`src/rtl/iq_sync_fifo.sv`:
```
// Reference sample FIFO with first-word-fall-through head and up to two pops per cycle.
module iq_sync_fifo #(
    parameter int WIDTH = 32,
    parameter int DEPTH = 16
) (
    input  logic                       clk,
    input  logic                       reset,
    input  logic                       flush,
    input  logic                       push,
    input  logic [WIDTH-1:0]           din,
    input  logic [1:0]                 pop_n,
    output logic [WIDTH-1:0]           head,
    output logic [$clog2(DEPTH):0]     count,
    output logic                       full
);

    localparam int AW = $clog2(DEPTH);

    logic [WIDTH-1:0] mem [DEPTH];
    logic [AW-1:0]    rd_ptr;
    logic [AW-1:0]    wr_ptr;
    logic             push_ok;
    logic [AW:0]      count_nxt;

    // Full is registered, so a same-cycle pop never opens a slot for this cycle's push.
    always_comb begin
        push_ok   = push && !full && !flush;
        count_nxt = count + (AW+1)'(push_ok) - (AW+1)'(pop_n);
    end

    always_ff @(posedge clk) begin
        if (reset || flush) begin
            rd_ptr <= '0;
            wr_ptr <= '0;
            count  <= '0;
            full   <= 1'b0;
        end else begin
            if (push_ok) begin
                wr_ptr <= wr_ptr + AW'(1);
            end
            rd_ptr <= rd_ptr + AW'(pop_n);
            count  <= count_nxt;
            full   <= (count_nxt == (AW+1)'(DEPTH));
        end
    end

    always_ff @(posedge clk) begin
        if (push_ok) begin
            mem[wr_ptr] <= din;
        end
    end

    assign head = mem[rd_ptr];

endmodule

```
`config.mk`:
```
export PLATFORM = sky130hd
export DESIGN_NAME = iq_sync_fifo
export DESIGN_NICKNAME = d
export VERILOG_FILES = /design/src/rtl/iq_sync_fifo.sv
export SDC_FILE = /design/constraint.sdc
export NUM_CORES = 1
export LEC_CHECK = 0
export ABC_AREA = 0
export CORE_ASPECT_RATIO = 0.6
export CORE_MARGIN = 2
export CORE_UTILIZATION = 50
export DETAILED_ROUTE_END_ITERATION = 8
export GPL_TIMING_DRIVEN = 0
export PLACE_DENSITY = 0.67
export REMOVE_ABC_BUFFERS = 1
export SLEW_MARGIN = 20
export SYNTH_ARGS = -nofsm -noshare
export SYNTH_HDL_FRONTEND = slang
export SYNTH_SLANG_ARGS = --single-unit
```
`constraint.sdc`:
```
create_clock -name clk -period 8.55 [get_ports clk]
set_input_delay 2.565 -clock clk [delete_from_list [all_inputs] [get_ports clk]]
set_output_delay 2.565 -clock clk [all_outputs]
set_load 0.1 [all_outputs]
```
==> tab_implementation.tex <==
\begin{tabular}{lr}
\hline
Metric & Value \\
\hline
\multicolumn{2}{l}{\textbf{Outcome}} \\
Result of the run & completed \\
\multicolumn{2}{l}{\textbf{Synth}} \\
Number of synthesized register bits & 526 \\
Library cell with the largest summed area after synthesis & sky130\_fd\_sc\_hd\_\_edfxtp\_1 \\
Syn Std Cell Area & 20000 sq um \\
Sequential cell area fraction in the yosys report & 78.3\% \\
Number of unique standard cell types used by synthesis & 30 \\
Count of warnings emitted by yosys & 0 \\
Number of flops mapped to enable cells by yosys & 512 \\
Cell count after synthesis & 886 \\
Yosys top cell area share & 76.9\% \\
Predominant post-synthesis flop cell & sky130\_fd\_sc\_hd\_\_edfxtp\_1 \\
Top cells by instance count after synthesis & sky130\_fd\_sc\_hd\_\_edfxtp\_1, sky130\_fd\_sc\_hd\_\_mux4\_2, sky130\_fd\_sc\_hd\_\_a22oi\_1 \\
Mean instance size in the synthesized netlist & 22.6 sq um \\
Most repeated cell in the gate-level netlist after synthesis & sky130\_fd\_sc\_hd\_\_edfxtp\_1 \\
Cell types with the largest area share after synthesis & sky130\_fd\_sc\_hd\_\_edfxtp\_1, sky130\_fd\_sc\_hd\_\_mux4\_2, sky130\_fd\_sc\_hd\_\_a22oi\_1 \\
Share of flip-flops with an asynchronous set or reset after synthesis & 0\% \\
\multicolumn{2}{l}{\textbf{Power}} \\
Final total power & 5.36 mW \\
Cell-internal power & between 4 and 5 mW \\
Switching Share & 22.1\% \\
Part of the total power dissipated in combinational logic & 7.6\% \\
Clock power frac & roughly two fifths \\
Reported leakage power & 7.43 nW \\
Power dissipated by switching net loads & about 1.2 mW \\
P per Cell Area & about 220 nW/um\^{}2 \\
Worst vdd rail ir drop & 0.000181 V \\
Sequential power share & 53.3\% \\
\multicolumn{2}{l}{\textbf{STA}} \\
Period minus WS final & 6650 ps \\
Slew at the pin with the worst max-slew slack & 997 ps \\
Max frequency & 0.150 GHz \\
Max transition margin & 33.3\% \\
Final count of hold timing violations & 0 \\
Post-layout worst setup margin & 1900 ps \\
Unrepaired setup endpoints after global routing & no \\
Post-route clock skew & 15.1 ps \\
Final setup TNS & 0 ps \\
Final count of negative-setup-slack endpoints & 0 \\
Max Slew Vio Count & 0 \\
Final critical-path share of the clock period & between 70 and 80\% \\
\multicolumn{2}{l}{\textbf{Route}} \\
Routed length per instance & roughly 27 um \\
Initial DRC Count & 903 \\
Met3 Routed Length & 3090 um \\
Total via count in the routed design & 9326 \\
Total routed wirelength & 42400 um \\
Metal1 wirelength & 18300 um \\
Detailed-routed wire length on met2 & 20100 um \\
First-pass iteration count of the detailed router & 5 \\
Post-DR vias/cell & 5.90 \\
Number of design rule violations left after detail routing & 0 \\
Highest layer used for signal routing & met4 \\
Number of nets still failing antenna checks after routing & 0 \\
\multicolumn{2}{l}{\textbf{Setup path}} \\
CP max FO & 27 \\
Kind of start point of the critical path & flop \\
CP Class & flop to primary output \\
Start point of the critical path & rd\_ptr[0] \\
Crit path required time & 5990 ps \\
Critical register-to-register path startpoint & full \\
Nature of the critical path endpoint & primary output \\
Crit path arrival time & 4090 ps \\
\multicolumn{2}{l}{\textbf{Clocking}} \\
Clock-pin slew on the worst setup and hold paths & around 70 ps \\
Post-cts repair resize count & 0 \\
CTS Buf Count & 47 \\
Total clock sinks & about 530 \\
Clock H-tree levels & 2 \\
TritonCTS clock tree & done \\
Clk Tree Root Cell & sky130\_fd\_sc\_hd\_\_clkbuf\_16 \\
Maximum buffer depth of the clock tree & 3 \\
Post-CTS Setup Bufs & 0 \\
Clock latency at the later pin of the worst-skew pair & about 580 ps \\
\# hold bufs at CTS & 0 \\
\multicolumn{2}{l}{\textbf{Place}} \\
Port Buffers & 75 \\
HPWL Detailed & approximately 26000 um \\
Routability congestion estimate & 0.687 \\
Worst setup slack after placement & 2410 ps \\
\multicolumn{2}{l}{\textbf{GRT}} \\
First-pass GRT wire length & 62900 um \\
Largest net degree at the start of global routing & 53 \\
Initial antenna violation count & 2 \\
Global routing usage summed across all routing layers & 20.9\% \\
Via count of the first global-routing pass & 9515 \\
Remaining global-route overflow & 0 \\
\multicolumn{2}{l}{\textbf{Floorplan}} \\
Starting Density & 50.9\% \\
I/O pin cnt & 76 \\
Site Rows & 56 \\
Area inside the core boundary & 39200 sq um \\
Area enclosed by the die boundary & 41600 sq um \\
Die height & 159 um \\
Die outline width & 262 um \\
\multicolumn{2}{l}{\textbf{Layout}} \\
FF/Latch Area & 15700 sq um \\
Signed area change from the synthesized netlist to the final layout & 19.4\% \\
Area of the multi-input gates & around 4200 sq um \\
Number of fillers in the final layout & 2687 \\
Fraction of final layout cells sized beyond drive strength 1 & 26.1\% \\
Layout Nets & 1073 \\
\multicolumn{2}{l}{\textbf{Hold path}} \\
Launch instance of the worst min-delay path & count[0] \\
Worst Hold Class & flop to flop \\
\multicolumn{2}{l}{\textbf{Job}} \\
\# Max-Cap Violations & 0 \\
\hline
\end{tabular}
per-layer routing:
layer | track usage, % | vias up
li1 | - | 3989
met1 | 31.6 | 4949
met2 | 31.6 | 319
met3 | 3.86 | 69
met4 | 5.65 | 0
met5 | 0 | -
registers in the layout (all words and copies together), names as in the netlist:
signal / count
full: 1
rd_ptr: 4
mem: 512
count: 5
wr_ptr: 4
final timing paths:
path / end / slack (ps) / depth (start not counted)
worst max-delay path: head[8] / 1900 / 7
worst min-delay path: count[0] / 600 / 2
worst max register to register: mem[2][2] / 5620 / 6
worst min register to register: count[0] / 600 / 2
per-stage QoR:
step | utilization, % | std cells | hold WS, ps | instance area [sq um]
after floorplan | - | 840 | 534 | 19700
after global placement | 53.9 | 1437 | 550 | 21100
after detailed placement | 56.9 | 1494 | 589 | 22300
after CTS | 60.8 | 1578 | 605 | 23800
after global routing | 60.8 | 1578 | 646 | 23800
final | 60.8 | 1580 | 601 | 23900
area by class of cell:
type	count	share of cell area, %
well taps	522	2.74
repair buffers	132	7.62
inverters	12	0.189
multi-input cells	302	17.5
clock buffers	57	5.09
diodes	2	0.0210
clock inverters	27	1.22
flip-flops and latches	526	65.7
power groups by stage:
stage               combinational [mW]  clock, mW  sequential, mW
CTS                              0.413       2.14            2.85
global route                     0.432       2.24            2.85
global placement                 0.405          0            2.94
finish                           0.409       2.09            2.85
floorplan                        0.261          0            2.94
detailed placement               0.411          0            2.91
cell usage in the layout, fill, tap and decap left out, types with 6 or more instances in the layout:
cell and n:
sky130_fd_sc_hd__inv_1 12, sky130_fd_sc_hd__mux4_2 128, sky130_fd_sc_hd__nand2_1 38, sky130_fd_sc_hd__clkbuf_1 10, sky130_fd_sc_hd__bufinv_16 6, sky130_fd_sc_hd__buf_16 27, sky130_fd_sc_hd__buf_4 19, sky130_fd_sc_hd__clkinv_2 8
sky130_fd_sc_hd__clkinv_1 8, sky130_fd_sc_hd__nor2_4 13, sky130_fd_sc_hd__buf_12 6, sky130_fd_sc_hd__ha_1 12, sky130_fd_sc_hd__clkbuf_16 47, sky130_fd_sc_hd__edfxtp_1 512, sky130_fd_sc_hd__clkdlybuf4s50_1 75, sky130_fd_sc_hd__a22oi_1 64
sky130_fd_sc_hd__nor2_1 11, sky130_fd_sc_hd__dfxtp_1 12
critical path, stage by stage (launching register included):
cell and delay (ps):
sky130_fd_sc_hd__dfxtp_4 710, sky130_fd_sc_hd__buf_12 310, sky130_fd_sc_hd__buf_16 270, sky130_fd_sc_hd__buf_12 270
sky130_fd_sc_hd__mux4_2 540, sky130_fd_sc_hd__a22oi_1 260, sky130_fd_sc_hd__nand2_1 120, sky130_fd_sc_hd__clkdlybuf4s50_1 980
cell families (layout without fill, tap and decap cells):
family | count (synthesis) | after routing | synth area share (%)
adders and majority gates | 14 | 14 | 0.952
and+or+nand+nor | 81 | 81 | 1.80
muxes | 128 | 128 | 14.4
DFF | 526 | 526 | 78.3
buffers and inverters | 58 | 228 | 1.47
xor gates and xnor gates | 8 | 8 | 0.351
other | 0 | 2 | 0
AOI/OAI and AO/OA | 71 | 71 | 2.65
Note: power is estimated with default switching activity, not from simulation.
